==> config.mk <==
export PLATFORM = sky130hd
export DESIGN_NAME = alu_arbiter
export DESIGN_NICKNAME = d
export VERILOG_FILES = /design/src/rtl/alu_arbiter.sv
export SDC_FILE = /design/constraint.sdc
export NUM_CORES = 1
export LEC_CHECK = 0
export ABC_AREA = 1
export BUFFER_PORTS_ARGS = -buffer_cell sky130_fd_sc_hd__buf_4
export CORE_MARGIN = 2
export CORE_UTILIZATION = 35
export CTS_CLUSTER_SIZE = 28
export DETAILED_ROUTE_END_ITERATION = 10
export PLACE_DENSITY = 0.66
export SETUP_SLACK_MARGIN = 0.4
export SLEW_MARGIN = 5
export SYNTH_ARGS = -nofsm -noshare
export SYNTH_HDL_FRONTEND = slang
export SYNTH_SLANG_ARGS = --single-unit
==> constraint.sdc <==
create_clock -name clk -period 1.7 [get_ports clk]
set_input_delay 0.17 -clock clk [delete_from_list [all_inputs] [get_ports clk]]
set_output_delay 0.17 -clock clk [all_outputs]
set_load 0.005 [all_outputs]
==> src/rtl/alu_arbiter.sv <==
// -----------------------------------------------------------------------------
// alu_arbiter
//   Shares one external combinational ALU between two requesters. A request is
//   accepted in IDLE, its operands and op code are registered onto the shared
//   ALU bus, and one cycle later (EXEC) the ALU result is captured into that
//   requester's result register. Simultaneous requests are resolved
//   round-robin: the requester that was not granted most recently wins.
//
// Parameters
//   FIRST_PRI    requester (0/1) that wins a tie right after reset
//
// Ports
//   clk          clock, rising edge
//   rst_n        asynchronous active-low reset
//   Req0/Req1    request from requester 0 / 1
//   SrcA0/SrcB0  operands from requester 0
//   SrcA1/SrcB1  operands from requester 1
//   AluControl0/AluControl1  op codes from requester 0 / 1
//   Gnt0/Gnt1    one-cycle acceptance pulse (the EXEC cycle)
//   Valid0/Valid1 one-cycle result-valid pulse (the cycle after EXEC)
//   Result0/Result1 last completed result per requester
//   SrcA/SrcB    registered operands driven to the shared ALU
//   AluControl   registered op code driven to the shared ALU
//   AluResult    combinational result returned by the shared ALU
//   Busy         high while an operation is in EXEC
// -----------------------------------------------------------------------------
module alu_arbiter #(
    parameter int unsigned FIRST_PRI = 0
) (
    input  logic        clk,
    input  logic        rst_n,
    input  logic        Req0,
    input  logic        Req1,
    input  logic [31:0] SrcA0,
    input  logic [31:0] SrcB0,
    input  logic [31:0] SrcA1,
    input  logic [31:0] SrcB1,
    input  logic [2:0]  AluControl0,
    input  logic [2:0]  AluControl1,
    output logic        Gnt0,
    output logic        Gnt1,
    output logic        Valid0,
    output logic        Valid1,
    output logic [31:0] Result0,
    output logic [31:0] Result1,
    output logic [31:0] SrcA,
    output logic [31:0] SrcB,
    output logic [2:0]  AluControl,
    input  logic [31:0] AluResult,
    output logic        Busy
);

    // Tie-break preference loaded at reset so FIRST_PRI wins the first tie.
    localparam logic C_RST_PREF = (FIRST_PRI != 0);

    typedef enum logic {
        S_IDLE = 1'b0,
        S_EXEC = 1'b1
    } state_t;

    state_t      r_state;
    logic        r_prefer;   // requester that wins the next tie
    logic        r_owner;    // requester whose op is in flight
    logic        r_gnt0;
    logic        r_gnt1;
    logic        r_valid0;
    logic        r_valid1;
    logic        r_busy;
    logic [31:0] r_result0;
    logic [31:0] r_result1;
    logic [31:0] r_srca;
    logic [31:0] r_srcb;
    logic [2:0]  r_aluctl;

    logic        w_any_req;
    logic        w_sel;      // 0 = requester 0, 1 = requester 1
    logic [31:0] w_sel_a;
    logic [31:0] w_sel_b;
    logic [2:0]  w_sel_ctl;

    // With a single request the requester id is simply Req1; only a tie
    // consults the round-robin preference.
    assign w_any_req = Req0 | Req1;
    assign w_sel     = (Req0 & Req1) ? r_prefer : Req1;
    assign w_sel_a   = w_sel ? SrcA1       : SrcA0;
    assign w_sel_b   = w_sel ? SrcB1       : SrcB0;
    assign w_sel_ctl = w_sel ? AluControl1 : AluControl0;

    always_ff @(posedge clk or negedge rst_n) begin
        if (!rst_n) begin
            r_state   <= S_IDLE;
            r_prefer  <= C_RST_PREF;
            r_owner   <= 1'b0;
            r_gnt0    <= 1'b0;
            r_gnt1    <= 1'b0;
            r_valid0  <= 1'b0;
            r_valid1  <= 1'b0;
            r_busy    <= 1'b0;
            r_result0 <= '0;
            r_result1 <= '0;
            r_srca    <= '0;
            r_srcb    <= '0;
            r_aluctl  <= '0;
        end else begin
            case (r_state)
                S_IDLE: begin
                    // Valid is a single-cycle pulse following EXEC.
                    r_valid0 <= 1'b0;
                    r_valid1 <= 1'b0;
                    if (w_any_req) begin
                        // Operands are captured here, so later input changes
                        // cannot disturb the op in flight.
                        r_srca   <= w_sel_a;
                        r_srcb   <= w_sel_b;
                        r_aluctl <= w_sel_ctl;
                        r_owner  <= w_sel;
                        r_gnt0   <= ~w_sel;
                        r_gnt1   <= w_sel;
                        r_busy   <= 1'b1;
                        // Pointer moves only on acceptance, never on idle.
                        r_prefer <= ~w_sel;
                        r_state  <= S_EXEC;
                    end
                end
                S_EXEC: begin
                    // Requests are ignored here; only the owner's result
                    // register is written.
                    r_gnt0 <= 1'b0;
                    r_gnt1 <= 1'b0;
                    r_busy <= 1'b0;
                    if (r_owner) begin
                        r_result1 <= AluResult;
                        r_valid1  <= 1'b1;
                    end else begin
                        r_result0 <= AluResult;
                        r_valid0  <= 1'b1;
                    end
                    r_state <= S_IDLE;
                end
                default: begin
                    r_state <= S_IDLE;
                end
            endcase
        end
    end

    assign Gnt0       = r_gnt0;
    assign Gnt1       = r_gnt1;
    assign Valid0     = r_valid0;
    assign Valid1     = r_valid1;
    assign Busy       = r_busy;
    assign Result0    = r_result0;
    assign Result1    = r_result1;
    assign SrcA       = r_srca;
    assign SrcB       = r_srcb;
    assign AluControl = r_aluctl;

endmodule

After elaboration in Yosys (flattened, before gate mapping). Cells that the tools add are included.

Register bits: 139. Logic and storage cells: 40.

Equality and inequality tests: 3. Bitwise operators: 5. Reductions and logical operators: 3. Mux-type cells: 16.

Operator list (count): $mux W32 (2); $pmux W1 S2 (6); $mux W1 (7); $reduce_and A2 Y1 (3); $ne A2 B2 Y1 const B (2); $mux W3 (1); $not A1 Y1 (3); $ne A2 B1 Y1 const B (1); $and A1 B1 Y1 (1); $or A1 B1 Y1 (1).

Depth between registers and ports, before layout.
Depth in word-level cells: 5. Mapped depth: 8.

Worst setup path after synthesis. No wires, ideal clock.

Kind: flip-flop to flip-flop. Start point: register r_state. End point: register r_srca[10] (netlist: SrcA[10]). Data required time: 1.582 ns. Slack: 0.483 ns. Cell stages (with the launch flop): 8. Setup time: 0.118 ns. Period minus slack after synthesis: 1.217 ns. Data arrival time: 1.099 ns. Cell sequence: dfrtp_1 clkbuf_2 nor2_4 inv_2 buf_6 buf_4 nand2_1 nand2_1.

Cells in the longest elaborated chain, start to end: 2.

Ends and longest elaborated chain: from (decl) (RTL line 61) `state_t r_state;`; from (signal assigned) (RTL line 91) `r_state <= S_IDLE;`; from (signal assigned) (RTL line 122) `r_state <= S_EXEC;`; from (signal assigned) (RTL line 138) `r_state <= S_IDLE;`; $not A1 Y1 (no source line); $reduce_and A2 Y1 (no source line); to (signal assigned) (RTL line 113) `r_srca <= w_sel_a;`; to (decl) (RTL line 71) `logic [31:0] r_srca;`.

No other way between the ends. A chain may end at the register's enable or synchronous reset.

Worst setup path in the final report.
Start point: register r_state. End point: register r_srcb[8] (netlist: SrcB[8]).

Cells in the longest elaborated chain, start to end: 2.

Ends and longest elaborated chain: $not A1 Y1 (no source line); $reduce_and A2 Y1 (no source line); to (signal assigned) (RTL line 114) `r_srcb <= w_sel_b;`; to (decl) (RTL line 72) `logic [31:0] r_srcb;`.

No other way between the ends.

==> summary.md <==
| Metric | Value |
|---|---|
| Outcome | completed |
| Synth warn | 0 |
| Ports | 306 |
| Core area | 0.01802 sq mm |
| Share of post-route cells with drive strength above 1 | 0.3148 |
| Leak pwr | 5.676 nW |
| WL met3 | 1732 um |
| Fin. max-slew vios | 0 |
| Drt first pass iters | 4 |
| Buf+Inv Stages, Crit Path | 2 |
| R2R Setup Slk | 480 ps |
| Required @ worst endpoint | 2000 ps |
| Worst EP arrival | 1520 ps |
| Total nets after synthesis | 1,013 |
| Synth cell types | 14 |
| Final hold violation count | 0 |
| Flops & latches, synth | 139 |
| Max Root-Sink Buffers | 2 |
| Die ar. | 0.01956 sq mm |
| Max_slew headroom | 0.7125 |
| Area Growth Syn to Fin | 50.22% |
| WHS | 36.07 ps |
| Sequential area share after synthesis | 0.5384 |
| Clock sinks | 139 |
| Commonest non-fill, non-tap cell in the layout | buf_4 |
| Clk Latency, worst-skew pair | 420 ps |
| Hold crit path type | input port to flip-flop |
| Final RePlAce weighted congestion | 0.7994 |
| Routed len/inst | 14.39 um |
| Post-route ant nets | 0 |
| Largest delay share family, worst path | flip-flops |
| Slew @ Worst Pin | 431.2 ps |
| Setup bufs post-CTS | 0 |
| Number of setup violations in the final report | 0 |
| WS Path Type | flip-flop to flip-flop |
| Total of max-cap violations | 0 |
| Worst-path clk slew | 60 ps |
| CTS root buf | clkbuf_16 |
| DRC viols | 0 |
| Final core utilization | 0.5384 |
| Critical path cell sequence | nor2_4 -> inv_2 -> buf_4 -> nand2_1 -> nand2_1 |
| Antenna violations before repair | 0 |
| Initial DRC Count | 255 |
| Antenna cell count | 0 |
| Min cycle time layout | 1225 ps |
| Most frequent cells in the layout | buf_4 (310), nand2_1 (272), inv_1 (170) |
| Global-route wire length before repair | 31,460 um |
| Setup crit end kind | flip-flop |
| Placed cell areas | 0.009032 sq mm |
| Routed metal-1 wirelength | 8744 um |
| Port bufs | 305 |
| Via Count | 6,264 |
| Top layer in use | met4 |
| CP Max Fanout | 26 |
| HPWL Detailed | 14,170 um |
| Drt via density | 4.542 |
| CTS buffer count | 17 |
| Routed WL | 19,850 um |
| Unrepaired setup endpoints after global routing | yes |
| Std-Cell Rows | 49 |
| CTS tree | built |
| Fin cells | 1,379 |
| Grt ovf | 0 |
| Power density over cell area | 1242 mW/mm^2 |
| CP max stage delay | 480 ps |
| CTS HTree Levels | 4 |
| Post-synthesis instance total | 843 |
| Clock skew | 8.932 ps |
| Initial Util | 0.3584 |
| Largest net degree at the start of global routing | 66 |
| Startpoint Class | flip-flop |
| Period utilization | 0.7206 |
| Die outline height | 139.9 um |
| Vias in the first global route | 5,981 |
| Fin nets | 1,307 |
| Mapped Area | 0.006460 sq mm |
| Fill cell count | 1,756 |
| VDD IR max | 692.9 uV |
| DR WL met2 | 8893 um |
| Die Width | 139.9 um |
| Placed Cells | 1,345 |
| Setup TNS | 0 ps |
| F_max | 816.4 MHz |
| Overall routing resource usage | 0.2023 |
| Finished Cell Area | 0.009704 sq mm |
| Syn avg cell area | 7.663 sq um |
| Worst path slowest cell | dfrtp_2 |
| Most used cell, CP | nand2_1 |
[state kept, by name, summed over array words and instances (netlist names)]
name,count
AluControl,3
Busy,1
Gnt0,1
Gnt1,1
Result0,32
Result1,32
SrcA,32
SrcB,32
Valid0,1
Valid1,1
r_owner,1
r_prefer,1
r_state,1
[synthesized netlist by cell type]
cell type	count	share of area
nor2_4	2	0.0035
clkbuf_1	14	0.0081
nand2_1	276	0.16
inv_1	170	0.099
clkbuf_2	1	0.00077
buf_1	3	0.0017
inv_2	1	0.00058
nand3_1	137	0.11
a21oi_1	1	0.00077
buf_4	8	0.0093
o21ai_0	66	0.051
buf_6	1	0.0017
dfrtp_1	139	0.54
buf_2	24	0.019
[metal layers]
| metal | up-vias | global-route usage |
|---|---|---|
| met5 | - | 0 |
| met4 | 0 | 0.07053 |
| met3 | 27 | 0.06297 |
| met2 | 241 | 0.3099 |
| met1 | 2854 | 0.2724 |
| li1 | 3142 | - |
[final timing paths]
kind	from	end	depth (start not counted)
worst min register to register	SrcA[27]	SrcA[27]	2
max in group asynchronous	rst_n	SrcB[18]	3
worst max register to register	r_state	SrcB[8]	5
min in group asynchronous	rst_n	Result0[0]	2
worst max-delay path	r_state	SrcB[8]	5
worst min-delay path	AluResult[11]	Result1[11]	3
[what timing repair did]
item	CTS	global route
endpoints found under the hold margin	37	0
gates resized for setup	4	10
gates cloned	0	1
pin swaps	0	1
hold buffers	1	0
setup endpoints to repair	65	90
[through the flow]
step	setup slack, ps	total power [mW]
after floorplan	483.2	6.106
after global placement	349.6	8.398
after detailed placement	290.9	8.458
after CTS	376.4	12.18
after global routing	394.8	12.83
final	475.1	12.05
[worst register-to-register path, delay by kind of cell (launching register included)]
family                 cells  cell delay [ps]
and+or+nand+nor            3              360
buffers and inverters      2              280
DFF                        1              480
[cell type report]
class	count	area, sq um	area share
multi-input cells	482	2113	0.2178
flip-flops and latches	139	3480	0.3586
well taps	229	286.5	0.02953
repair buffers	326	2606	0.2686
clock buffers	20	436.7	0.04500
inverters	171	641.9	0.06614
clock inverters	12	140.1	0.01444
[cells by family (layout without fill, tap and decap cells)]
logic type | Yosys count | after routing | share of synthesized area
AND/OR/NAND/NOR | 415 | 415 | 0.2700
buffers and inverters | 222 | 529 | 0.1396
flip-flops | 139 | 139 | 0.5384
AO/OA/AOI/OAI | 67 | 67 | 0.05191
[power by group]
part,switching [mW],internal (mW),total [mW]
Clock,1.47,2.18,3.65
Combinational,1.64,1.95,3.59
Sequential,0.571,4.24,4.82
Total,3.68,8.37,12.1
(Power assumes the default switching activity.)
